## src/rtl/font_rom_arbiter.sv

```systemverilog
// -----------------------------------------------------------------------------
// font_rom_arbiter
//   Shares a single synchronous font ROM among N_REQ text generators (board
//   labels, status banner, score/turn display). Each clock at most one request
//   is granted, in round-robin order starting from r_ptr. The granted address
//   is registered onto rom_addr. A tag pipeline follows each read through the
//   ROM latency so the response strobe lines up with the ROM output.
//
// Ports
//   clk        in   pixel-domain system clock
//   rst        in   synchronous reset, active-low (0 = reset)
//   req_valid  in   [N_REQ]          per-requester read request
//   req_addr   in   [N_REQ*ADDR_W]   packed addresses, requester i at [i*ADDR_W +: ADDR_W]
//   req_ready  out  [N_REQ]          one-hot combinational grant (0 while in reset)
//   rom_addr   out  [ADDR_W]         registered font ROM address
//   rom_data   in   [DATA_W]         font ROM read data
//   rsp_valid  out  [N_REQ]          one-hot: rom_data belongs to requester i this cycle
//   rsp_data   out  [DATA_W]         rom_data passthrough
// -----------------------------------------------------------------------------
module font_rom_arbiter #(
  parameter int N_REQ   = 3,
  parameter int ADDR_W  = 11,
  parameter int DATA_W  = 8,
  parameter int ROM_LAT = 1
) (
  input  logic                    clk,
  input  logic                    rst,
  input  logic [N_REQ-1:0]        req_valid,
  input  logic [N_REQ*ADDR_W-1:0] req_addr,
  output logic [N_REQ-1:0]        req_ready,
  output logic [ADDR_W-1:0]       rom_addr,
  input  logic [DATA_W-1:0]       rom_data,
  output logic [N_REQ-1:0]        rsp_valid,
  output logic [DATA_W-1:0]       rsp_data
);

  localparam int PTR_W = $clog2(N_REQ);
  // One extra bit so ptr + offset never overflows before the modulo fold.
  localparam logic [PTR_W:0] N_REQ_W = (PTR_W+1)'(N_REQ);

  logic [PTR_W-1:0]             r_ptr;
  logic [ADDR_W-1:0]            r_rom_addr;
  // Stage 0 is loaded at the accept edge; stage ROM_LAT lines up with rom_data.
  logic [ROM_LAT:0]             r_tag_vld;
  logic [ROM_LAT:0][PTR_W-1:0]  r_tag_idx;

  logic [N_REQ-1:0]             w_grant;
  logic [PTR_W-1:0]             w_gidx;
  logic                         w_found;
  logic [PTR_W:0]               w_cand;
  logic                         w_accept;
  logic [PTR_W-1:0]             w_ptr_nxt;

  // Round-robin scan from r_ptr; depends only on req_valid and r_ptr.
  always_comb begin
    w_grant = '0;
    w_gidx  = '0;
    w_found = 1'b0;
    w_cand  = '0;
    for (int k = 0; k < N_REQ; k++) begin
      w_cand = {1'b0, r_ptr} + (PTR_W+1)'(k);
      if (w_cand >= N_REQ_W) begin
        w_cand = w_cand - N_REQ_W;
      end
      if (!w_found && req_valid[w_cand[PTR_W-1:0]]) begin
        w_found = 1'b1;
        w_gidx  = w_cand[PTR_W-1:0];
      end
    end
    if (w_found) begin
      w_grant[w_gidx] = 1'b1;
    end
  end

  assign req_ready = rst ? w_grant : '0;
  assign w_accept  = w_found & rst;
  assign w_ptr_nxt = (w_gidx == PTR_W'(N_REQ-1)) ? '0 : w_gidx + 1'b1;

  always_ff @(posedge clk) begin
    if (!rst) begin
      r_ptr      <= '0;
      r_rom_addr <= '0;
      r_tag_vld  <= '0;
      r_tag_idx  <= '0;
    end else begin
      // The ROM is never stalled, so the tag pipeline shifts every clock.
      r_tag_vld <= {r_tag_vld[ROM_LAT-1:0], w_accept};
      r_tag_idx <= {r_tag_idx[ROM_LAT-1:0], w_gidx};
      if (w_accept) begin
        r_rom_addr <= req_addr[w_gidx*ADDR_W +: ADDR_W];
        r_ptr      <= w_ptr_nxt;
      end
    end
  end

  always_comb begin
    rsp_valid = '0;
    if (r_tag_vld[ROM_LAT]) begin
      rsp_valid[r_tag_idx[ROM_LAT]] = 1'b1;
    end
  end

  assign rom_addr = r_rom_addr;
  assign rsp_data = rom_data;

endmodule

```

## config.mk

```make
export PLATFORM = sky130hd
export DESIGN_NAME = font_rom_arbiter
export DESIGN_NICKNAME = d
export VERILOG_FILES = /design/src/rtl/font_rom_arbiter.sv
export SDC_FILE = /design/constraint.sdc
export NUM_CORES = 1
export LEC_CHECK = 0
export ABC_AREA = 1
export BUFFER_PORTS_ARGS = -buffer_cell sky130_fd_sc_hd__clkbuf_2
export CORE_ASPECT_RATIO = 1.25
export CORE_MARGIN = 10
export CORE_UTILIZATION = 35
export CTS_CLUSTER_SIZE = 30
export DETAILED_ROUTE_END_ITERATION = 8
export GPL_TIMING_DRIVEN = 0
export PLACE_DENSITY = 0.64
export SKIP_CTS_REPAIR_TIMING = 1
export SYNTH_ARGS = -nofsm -noshare
export SYNTH_HDL_FRONTEND = slang
export SYNTH_SLANG_ARGS = --single-unit
```

## constraint.sdc

```tcl
create_clock -name clk -period 1.6 [get_ports clk]
set_input_delay 0.16 -clock clk [delete_from_list [all_inputs] [get_ports clk]]
set_output_delay 0.16 -clock clk [all_outputs]
set_load 0.02 [all_outputs]
```

* Yosys cells after proc, flatten, opt, wreduce, memory -nomap -nowiden
Index checks and enable logic that the tools add are counted.
** Operators by class
- Equal/unequal tests :: 1
- $add $sub $neg :: 6
- Reductions and logical operators :: 6
- Bitwise operators :: 1
- Multiplexer cells :: 23
- Shifts and indexed selects :: 1
- Magnitude comparators :: 10
- Multiply operators :: 1
** Operators by type and width (number)
- variable part select 33 x 7 -> 11 bit :: 1
- less-than comparator 2 x 3 -> 1 bit (second input constant) :: 5
- 2-to-1 mux 2 bit :: 7
- 2-to-1 mux 3 bit :: 3
- 2-to-1 mux 1 bit :: 8
- binary-select mux 1 bit (select 2 bit) :: 3
- >= comparator 3 x 2 -> 1 bit (second input constant) :: 2
- multiplier 2 x 4 -> 6 bit (second input constant) :: 1
- subtractor 2 bit (second input constant) :: 3
- demux 1 bit (select 2 bit) :: 2
- >= comparator 2 x 1 -> 1 bit (second input constant) :: 2
- logical AND 1 bit :: 4
- adder 2 x 1 -> 3 bit (second input constant) :: 1
- adder 2 x 2 -> 3 bit (second input constant) :: 1
- adder 2 x 1 -> 2 bit (second input constant) :: 1
- equality test 2 bit (second input constant) :: 1
- >= comparator 2 bit (second input constant) :: 1
- logical NOT 1 bit :: 2
- bitwise AND 1 bit :: 1
** Word-level totals
- Word-level logic and storage cells :: 54
- Output and inout port bits :: 25
- Flip-flop bits (word level) :: 19

* Logic depth before layout (Yosys ltp)
- Depth after elaboration :: 17
- Depth in mapped cells :: 17
- Gate-level depth less buffers :: 16

* Worst setup path before layout
Ideal clock, no wire load.
- Path type :: reg2out
- Start point :: register r_ptr[0]
- End point :: output req_ready[0]
- Cell stages (with the launch flop) :: 13
- Path slack :: -613 ps
- Arrival time :: 2053 ps
- Required time :: 1440 ps
- Cell sequence :: dfxtp_1 inv_1 ha_1 inv_1 nand2_1 nand3_1 nand2_1 nand2_1 nand2_1 nand2_2 nand2_4 buf_6 nor4_1
** Between the ends
- Word-level cells in the longest chain between the ends :: 17
- Elaborated cells between the ends (all ways) :: 34
- Those cells by class :: 5 x add/sub; 5 x order compare; 19 x mux; 5 x reduce/logical
** Ends and longest elaborated chain
- from (decl) :: RTL line 41 : logic [PTR_W-1:0] r_ptr;
- from (signal assigned) :: RTL line 91 : r_ptr <= w_ptr_nxt;
- parallel branches: the longest is 15 deep, another holds adder 2 x 1 -> 3 bit
- 2-to-1 mux 3 bit * :: RTL line 70 : if (w_found) begin
- 2-to-1 mux 3 bit * :: RTL line 75 : assign req_ready = rst ? w_grant : '0;
- to (decl) :: RTL line 30 : output logic [N_REQ-1:0] req_ready,
Every way passes the cells marked *. The select of a mux whose other input is x is not followed.

* Final worst setup path
Ends and elaborated chain as after synthesis.

==> metrics.cfg <==
[yosys]
avgSynthCellArea_um2=6.47
synth_nets=247
synth_seq_cells=19
synth-adder-area-share_pct=3.93
synth_top_area_share_pct=29.9
ys_types=24
yosys_warnings=0
yosys.area_share.simple_pct=48.5
synthTopCellsByArea=dfxtp_1 (30%), nand2_1 (20%), nand3_1 (16%)
syn_area_um2=1270
synth_top_family_by_area=simple AND/OR/NAND/NOR gates
yosysTopAreaCell=dfxtp_1
synthMuxAreaShare_pct=0
syn_inst=197
seq_area_frac_synth_pct=29.9
async_flop_share_pct=0
synth_ff_type=dfxtp_1
synth_edf_count=0
synthXorXnorAreaFrac_pct=0
synth_compound_area_share_pct=2.36

[sta]
slew_violations=0
setup_ws_ns=-0.511
setup_viol=17
hold_ws_ns=0.124
worstMarginPinSlew_ns=0.338
fin_worst_skew_ns=0.00196
rsz0062_at_grt=true
fmax_ghz=0.474
min_period_over_period_pct=132
finalHoldViolations=0
min_period_ns=2.11
relSlewSlack_pct=77.4

[clocking]
cts-htree-levels=1
clkTransAtPathRegs_ns=0.07
cts_tree=built
cts.path.max_buffers=2
cts_sinks=19
numCtsBuffers=3
cts_root_buf=clkbuf_8
clock_latency_ns=0.25

[routing]
wl_per_cell_um=13.6
routed-via-count=1495
drt-total-wl_um=4340
avgViaCountPerCell=4.69
drtPass1Iterations=4
drcViolationCount=0
detail-route-antenna-nets=0
first_iter_violations=55

[floorplan]
die_x_um=74.0
start_util_pct=36.3
core_area_um2=3510
die_area_um2=6470
die_h_um=87.4
io_pins=71
rows=24

[global_routing]
grt_max_degree=11
gr-usage-all-layers_pct=11.1
grt_pass1_wl_um=5900
grt_overflow=0
antenna_found_initial=0
grt_pass1_vias=1296

[layout]
layout.nets=331
area_delta_synth_final_pct=60.7
antennaDiodeCount=0
drive_gt1_share_pct=51.1

[worst_setup_path]
reg2reg_slack_ns=-0.30
crit_type=flop to primary output
critPathMaxFanout=5
r2r_cells=17
reg2reg_from=r_ptr[0]
regToRegEndpoint=rom_addr[0]
startpoint_type=flop
critical_path.endpoint_type=primary output
cp.required_ns=1.44
critPathArrivalTime_ns=1.95

[run_status]
violations=setup timing
status=complete, but fails checks

[run]
max_cap_violations=0

[worst_hold_path]
hold_class=input pin to flop
worstHoldEndpoint=rom_addr[4]
whs_path_depth=3
hp-start=req_addr[26]

[placement]
pre_cts_ws_ns=-0.322
gp_congestion=0.815
port_buffers=61
hpwl_um=3200

[power]
power.leakage_nw=1.12
peakVddDrop_uv=1440
power.density_nw_per_um2=2500

-- kinds of logic (layout without fill, tap and decap cells) --
| family | count (synthesis) | after routing |
|---|---|---|
| flops | 19 | 19 |
| simple gates | 131 | 131 |
| buf+inv | 38 | 121 |
| compound gates | 5 | 5 |
| fa+ha+maj | 4 | 4 |
-- Yosys cell counts (2+ instances only) --
cell type / instances
nand2_1: 68
nand3_1: 41
inv_1: 20
dfxtp_1: 19
buf_4: 9
nor2_1: 7
ha_1: 4
inv_2: 4
buf_2: 3
buf_6: 2
nand2_2: 2
nand2_4: 2
nand3_2: 2
nand4_1: 2
nor3_1: 2
o21ai_0: 2
-- worst max-delay path by stage --
stage	start	endpoint	cells after the start
after floorplan	r_ptr[0]	req_ready[0]	11
after global placement	r_ptr[0]	req_ready[0]	12
after detailed placement	r_ptr[0]	req_ready[0]	12
after CTS	r_ptr[0]	req_ready[0]	12
after global routing	r_ptr[0]	req_ready[0]	12
final	r_ptr[0]	req_ready[0]	12
-- per-stage QoR --
step | utilization [%] | TNS (ns) | cell area [um^2] | instances | total power, mW
after CTS | 49.6 | -4.80 | 1740 | 301 | 3.96
after detailed placement | 48.3 | -3.65 | 1700 | 297 | 3.63
final | 58.3 | -4.95 | 2050 | 319 | 5.12
after global routing | 58.3 | -7.02 | 2050 | 319 | 5.53
after floorplan | - | -0.828 | 1340 | 197 | 2.95
after global placement | 48.3 | -3.51 | 1700 | 297 | 3.61
-- worst max-delay path, stage by stage, from the launching register on --
cell and delay (ns):
dfxtp_4 0.38, inv_4 0.05, ha_4 0.31, inv_4 0.05, nand2_2 0.05, nand3_2 0.06, nand2_2 0.09, nand3_2 0.07
nand2_2 0.08, nand2_4 0.08, buf_8 0.13, nor4_4 0.15, buf_4 0.19
-- placed cells by master (no fill, tap or decap) --
| cell type | Yosys | routed |
|---|---|---|
| buf_12 | 0 | 1 |
| clkbuf_2 | 0 | 58 |
| nor2_2 | 1 | 1 |
| buf_6 | 2 | 9 |
| o21ai_0 | 2 | 1 |
| nand4_4 | 0 | 1 |
| buf_8 | 0 | 1 |
| nand2_4 | 2 | 4 |
| nand3_1 | 41 | 33 |
| nand3_2 | 2 | 10 |
| o21ai_4 | 0 | 1 |
| nand2_2 | 2 | 10 |
| o21ai_2 | 1 | 1 |
| nor2_1 | 7 | 5 |
| ha_1 | 4 | 1 |
| nor3_1 | 2 | 2 |
| ha_4 | 0 | 2 |
| inv_1 | 20 | 15 |
| inv_4 | 0 | 6 |
| dfxtp_4 | 0 | 2 |
| nor2_4 | 1 | 3 |
| inv_8 | 0 | 1 |
| nor4_4 | 0 | 1 |
| clkbuf_8 | 0 | 3 |
| nand4_1 | 2 | 2 |
| nand3_4 | 1 | 1 |
| o22ai_1 | 1 | 1 |
| dfxtp_1 | 19 | 17 |
| o21ai_1 | 1 | 1 |
| buf_4 | 9 | 22 |
| inv_2 | 4 | 2 |
| nand2_1 | 68 | 58 |
| buf_2 | 3 | 2 |
| clkbuf_1 | 0 | 1 |
| ha_2 | 0 | 1 |
-- sequential cells by signal, indices dropped and copies added, names as in the netlist --
register	cells
rom_addr	11
r_tag_idx	4
r_ptr	2
r_tag_vld	2
-- power breakdown --
group	internal [mW]	leakage (nW)	switching [mW]
Sequential	0.667	0.158	0.101
Combinational	1.76	0.936	2.26
Clock	0.177	0.0228	0.150
Total	2.60	1.12	2.51
-- area by class of cell --
| class | instances | area (um^2) |
|---|---|---|
| clock buffers | 4 | 45.0 |
| well taps | 39 | 48.8 |
| inverters | 24 | 113 |
| multi-input cells | 140 | 851 |
| flip-flops and latches | 19 | 388 |
| plain buffers | 13 | 110 |
| repair buffers | 80 | 492 |
| fillers | 344 | 1470 |
-- routing by layer --
layer  vias to the layer above  global-route usage [%]  part of all wire (%)
li1                        787                       -                     -
met4                         0                    3.90                  0.23
met3                         4                    4.00                    11
met2                        49                    19.3                    54
met5                         -                       0                     0
met1                       655                    11.9                    35
Note: power is estimated with default switching activity, not from simulation.
